[config.mk]
export PLATFORM = sky130hd
export DESIGN_NAME = audio_codec_emulator
export DESIGN_NICKNAME = d
export VERILOG_FILES = /design/src/rtl/audio_codec_emulator.sv
export SDC_FILE = /design/constraint.sdc
export NUM_CORES = 1
export LEC_CHECK = 0
export CAP_MARGIN = 20
export CORE_AREA = 2 2 127 129
export CTS_BUF_LIST = sky130_fd_sc_hd__clkbuf_2 sky130_fd_sc_hd__clkbuf_4 sky130_fd_sc_hd__clkbuf_8
export CTS_CLUSTER_DIAMETER = 80
export DETAILED_ROUTE_END_ITERATION = 12
export DIE_AREA = 0 0 129 131
export PLACE_DENSITY = 0.56
export SLEW_MARGIN = 15
export SYNTH_ARGS = -nofsm -noshare
export SYNTH_HDL_FRONTEND = slang
export SYNTH_SLANG_ARGS = --single-unit
[constraint.sdc]
create_clock -name clk -period 10.11 [get_ports clk]
set_input_delay 3.033 -clock clk [delete_from_list [all_inputs] [get_ports clk]]
set_output_delay 3.033 -clock clk [all_outputs]
set_load 0.1 [all_outputs]
[src/rtl/audio_codec_emulator.sv]
// Codec side of an I2S audio link: drives BCLK and LRC as master and shifts one stereo ADC
// sample pair out per frame. It also collects the DAC sample pair arriving on dacdat.
module audio_codec_emulator #(
    parameter int DATA_W   = 16,
    parameter int SLOT_W   = 32,
    parameter int BCLK_DIV = 4
) (
    input  logic              clk,
    input  logic              reset,
    input  logic              enable,
    input  logic [DATA_W-1:0] adc_left,
    input  logic [DATA_W-1:0] adc_right,
    output logic              adc_load,
    output logic [DATA_W-1:0] dac_left,
    output logic [DATA_W-1:0] dac_right,
    output logic              dac_valid,
    output logic              bclk,
    output logic              adclrc,
    output logic              daclrc,
    output logic              adcdat,
    input  logic              dacdat
);

    localparam int DIV_W = $clog2(BCLK_DIV + 1);
    localparam int BIT_W = $clog2(2 * SLOT_W);

    typedef enum logic {IDLE = 1'b0, RUN = 1'b1} state_t;

    state_t            state;
    state_t            state_next;
    logic [DIV_W-1:0]  div_cnt;
    logic [BIT_W-1:0]  bit_cnt;
    logic [BIT_W-1:0]  bit_next;
    logic [DATA_W-1:0] held_left;
    logic [DATA_W-1:0] held_right;
    logic [DATA_W-1:0] rx_left;
    logic [DATA_W-1:0] rx_right;
    logic [DATA_W-1:0] rx_mask;
    logic              div_wrap;
    logic              run_on;
    logic              tx_next;

    // Bit q of a slot carries sample bit DATA_W-q; q = 0 is the I2S one-bit delay slot.
    function automatic logic tx_bit(input logic [BIT_W-1:0] cnt,
                                    input logic [DATA_W-1:0] left,
                                    input logic [DATA_W-1:0] right);
        int                c;
        int                q;
        logic [DATA_W-1:0] s;
        c = int'(cnt);
        if (c >= SLOT_W) begin
            q = c - SLOT_W;
            s = right;
        end else begin
            q = c;
            s = left;
        end
        tx_bit = 1'b0;
        if (q >= 1 && q <= DATA_W) begin
            s = s << (q - 1);
            tx_bit = s[DATA_W-1];
        end
    endfunction

    function automatic logic [DATA_W-1:0] slot_mask(input logic [BIT_W-1:0] cnt);
        int q;
        q = int'(cnt) % SLOT_W;
        slot_mask = '0;
        if (q >= 1 && q <= DATA_W)
            slot_mask = DATA_W'(1) << (DATA_W - q);
    endfunction

    assign div_wrap = (div_cnt == DIV_W'(BCLK_DIV - 1));
    assign bit_next = (bit_cnt == BIT_W'(2 * SLOT_W - 1)) ? '0 : bit_cnt + BIT_W'(1);
    assign tx_next  = tx_bit(bit_next, held_left, held_right);
    assign rx_mask  = slot_mask(bit_cnt);
    assign run_on   = (state == RUN) && enable;
    assign daclrc   = adclrc;

    always_comb begin
        state_next = state;
        case (state)
            IDLE:    if (enable)  state_next = RUN;
            RUN:     if (!enable) state_next = IDLE;
            default: state_next = IDLE;
        endcase
    end

    always_ff @(posedge clk) begin
        if (reset) state <= IDLE;
        else       state <= state_next;
    end

    always_ff @(posedge clk) begin
        if (reset) begin
            div_cnt    <= '0;
            bit_cnt    <= '0;
            bclk       <= 1'b0;
            adclrc     <= 1'b0;
            adcdat     <= 1'b0;
            adc_load   <= 1'b0;
            dac_valid  <= 1'b0;
            held_left  <= '0;
            held_right <= '0;
            rx_left    <= '0;
            rx_right   <= '0;
            dac_left   <= '0;
            dac_right  <= '0;
        end else begin
            adc_load  <= 1'b0;
            dac_valid <= 1'b0;
            if (!run_on) begin
                div_cnt <= '0;
                bit_cnt <= '0;
                bclk    <= 1'b0;
                adclrc  <= 1'b0;
                adcdat  <= 1'b0;
                // Entering RUN opens a fresh frame; any partial receive data is never published.
                if (state == IDLE && enable) begin
                    held_left  <= adc_left;
                    held_right <= adc_right;
                    adc_load   <= 1'b1;
                end
            end else if (!div_wrap) begin
                div_cnt <= div_cnt + DIV_W'(1);
            end else begin
                div_cnt <= '0;
                bclk    <= ~bclk;
                if (bclk) begin
                    bit_cnt <= bit_next;
                    adclrc  <= (int'(bit_next) >= SLOT_W);
                    adcdat  <= tx_next;
                    if (bit_next == '0) begin
                        held_left  <= adc_left;
                        held_right <= adc_right;
                        adc_load   <= 1'b1;
                        dac_left   <= rx_left;
                        dac_right  <= rx_right;
                        dac_valid  <= 1'b1;
                    end
                end else if (int'(bit_cnt) < SLOT_W) begin
                    rx_left <= dacdat ? (rx_left | rx_mask) : (rx_left & ~rx_mask);
                end else begin
                    rx_right <= dacdat ? (rx_right | rx_mask) : (rx_right & ~rx_mask);
                end
            end
        end
    end

endmodule
==> metrics <==
share of cells above drive strength 1 0.139; WP data required 10.38 ns; area growth from synthesis to layout 20.2%; pre-CTS setup slack 3.96 ns; DR WL/cell 13.3 um; Final nets 770; # diodes 0; Final Skew 0.0100 ns; Synth Register Bits 111; # resized after CTS 0; top cells by area, synth dfxtp_1 42%, nand2_1 10%, a21oi_1 7.3%; CP peak stage delay 1.07 ns; core footprint 0.0156 sq mm; post-DP HPWL 8670 um; post-synthesis mux area share 0.0417; via/cell ratio 4.87; sequential cell area 0.00222 sq mm; Post-synth ARST share 0; CTS buffer count 9; drt first pass iters 4; max_cap viols 0; Synth cell types 48; final period utilization 0.541; die height 131 um; RD Place Congestion 0.846; CP endpoint kind register; Die X 129 um; first-pass GRT wire length 20700 um; Synth Area in XOR/XNOR 0.0131; number of synthesized flops with an enable pin 0; worst-path fanout max 34; Max transition margin 0.321; Top Ports 74; initial antenna violation count 0; clock latency on the worst-skew pair 0.38 ns; final slew viol count 0; CTS tree built; Pint 0.000594 W; crit path buf inv count 2; die area 0.0169 sq mm; gr usage total 0.153; largest area contributor in the netlist dfxtp_1; Congestion Overflow GR 0; fin crit period 5.47 ns; Clk network pwr share 0.346; routed vias 4565; switching part of the total power 0.234; Fin. Hold Viols 0; Yosys warnings 0; unrepaired setup endpoints after global routing false; vias in the first global route 4372; switching pwr 0.000181 W; CP cell instances clkdlybuf4s50_1 -> nand2_1 -> or4_2 -> o21a_1 -> buf_6 -> nand2_1 -> a21oi_2; Synth top cells by count 147 x nand2_1, 111 x dfxtp_1, 78 x a21oi_1; Max Fclk 183 MHz; fraction of power consumed by sequential logic 0.578; CTS root buf clkbuf_8; setup TNS 0 ns; register area share after synthesis 0.416; Gate power share 0.076; Setup Buffers After CTS 0; CTS Hold Buffers Added 0; DRC 0; P per Cell Area 121 mW/mm^2; Synth Area in Compound Gates 0.183; Top FF cell, synth dfxtp_1; top-count cell post-synth nand2_1; Static Leak 2.09 nW; IO buf count 73; Hold WC Path Type register to register; clock transition at the registers of the reported paths 0.10 ns; post-synthesis area per instance 8.04 sq um; Post-Synth Adder-Cell Area 0.0398; Setup WS post-layout 4.64 ns; Multi-input gate area 0.00290 sq mm; fillers 1572; Max rail drop VDD 0.0633 mV; final setup violation count 0; largest net degree at the start of global routing 81; status completed; Synth Area in Simple Gates 0.255; main combinational cell family by area after synthesis simple AND/OR/NAND/NOR gates; Critical Path AT 5.73 ns; htree depth 3; Crit Path Class input pin to register; Cell Rows 46; slowest CP cell or4_2; Crit path max-delay family simple AND/OR/NAND/NOR gates; Initial Util 0.342; Worst-Margin Slew 1.01 ns; CP Launch Type input pin; post-synthesis instance area 0.00534 sq mm; CTS Buffer Depth 2; DRT iter0 DRCs 255; cell count after synthesis 664; number of routed nets with antenna violations 0; most frequent CP cell nand2_1; CTS Sinks 111; Yosys top cell area share 0.416; wirelength, routed 12500 um
## cell usage in the layout (no fill, tap or decap), types with 2 or more instances in the layout
master,n
nor2b_1,3
nand2b_1,4
inv_1,6
o21ai_0,34
xor2_1,2
buf_4,5
nor3b_1,3
or2_2,5
nand3_1,29
dfxtp_1,111
o21a_1,2
xnor2_1,6
a21oi_1,78
a21oi_2,30
clkdlybuf4s50_1,72
nor4b_1,2
mux2i_1,20
clkbuf_4,3
conb_1,9
nor2_1,40
a221oi_1,2
clkbuf_8,9
and2_1,2
and3_1,2
or3_1,5
nand4_1,3
ha_1,17
o21ai_2,2
nand2_2,30
o22ai_1,2
nor4_1,3
nor3_1,12
nand2_1,147
## per-stage QoR
step | cells | utilization | hold WS [ns] | total power (W) | instance area [sq um]
after floorplan | 672 | - | 0.404 | 0.000496 | 5370
after global placement | 919 | 0.395 | 0.414 | 0.000514 | 6170
after detailed placement | 920 | 0.397 | 0.425 | 0.000516 | 6190
after CTS | 935 | 0.409 | 0.440 | 0.000786 | 6380
after global routing | 937 | 0.412 | 0.471 | 0.000809 | 6420
final | 937 | 0.412 | 0.433 | 0.000775 | 6420
## worst paths after layout
kind | startpoint | to | slack [ns] | depth (start not counted)
setup / recovery | enable | held_right[9]$_SDFFE_PP0P_ | 4.64 | 7
hold / removal | div_cnt[0]$_SDFF_PP0_ | div_cnt[0]$_SDFF_PP0_ | 0.43 | 1
setup reg to reg | bit_cnt[0]$_SDFFE_PP0P_ | adcdat$_SDFFE_PP0P_ | 6.31 | 14
hold reg to reg | div_cnt[0]$_SDFF_PP0_ | div_cnt[0]$_SDFF_PP0_ | 0.43 | 1
## power groups by stage
stage / registers, W / logic (W) / clock network (W)
after detailed placement: 0.000459 / 0.0000576 / 0
after CTS: 0.000448 / 0.0000578 / 0.000279
final: 0.000448 / 0.0000591 / 0.000268
after global placement: 0.000458 / 0.0000552 / 0
after floorplan: 0.000459 / 0.0000371 / 0
after global routing: 0.000449 / 0.0000649 / 0.000295
## cell type report
cell class | count | share of cell area
multi-input combinational | 509 | 0.451
sequential | 111 | 0.346
timing repair buffer | 80 | 0.127
tap | 216 | 0.0421
clock buffer | 12 | 0.0228
clock inverter | 3 | 0.00682
inverter | 6 | 0.00351
## logic make-up (layout without fill, tap and decap cells)
group | after synthesis | count (layout)
AOI/OAI and AO/OA | 158 | 158
and+or+nand+nor | 296 | 296
DFF | 111 | 111
adders and majority gates | 17 | 17
xor gates and xnor gates | 8 | 8
buffers and inverters | 52 | 101
muxes | 21 | 21
other | 1 | 9
## layer usage
layer | routed length, um | track usage | share of wire | vias to the layer above
met5 | 0 | 0 | 0 | -
met1 | 5840 | 0.189 | 0.47 | 2079
met4 | 181 | 0.0531 | 0.015 | 0
met2 | 5830 | 0.256 | 0.47 | 132
li1 | - | - | - | 2341
met3 | 610 | 0.0419 | 0.049 | 13
Power figures use the tool's default switching activity.
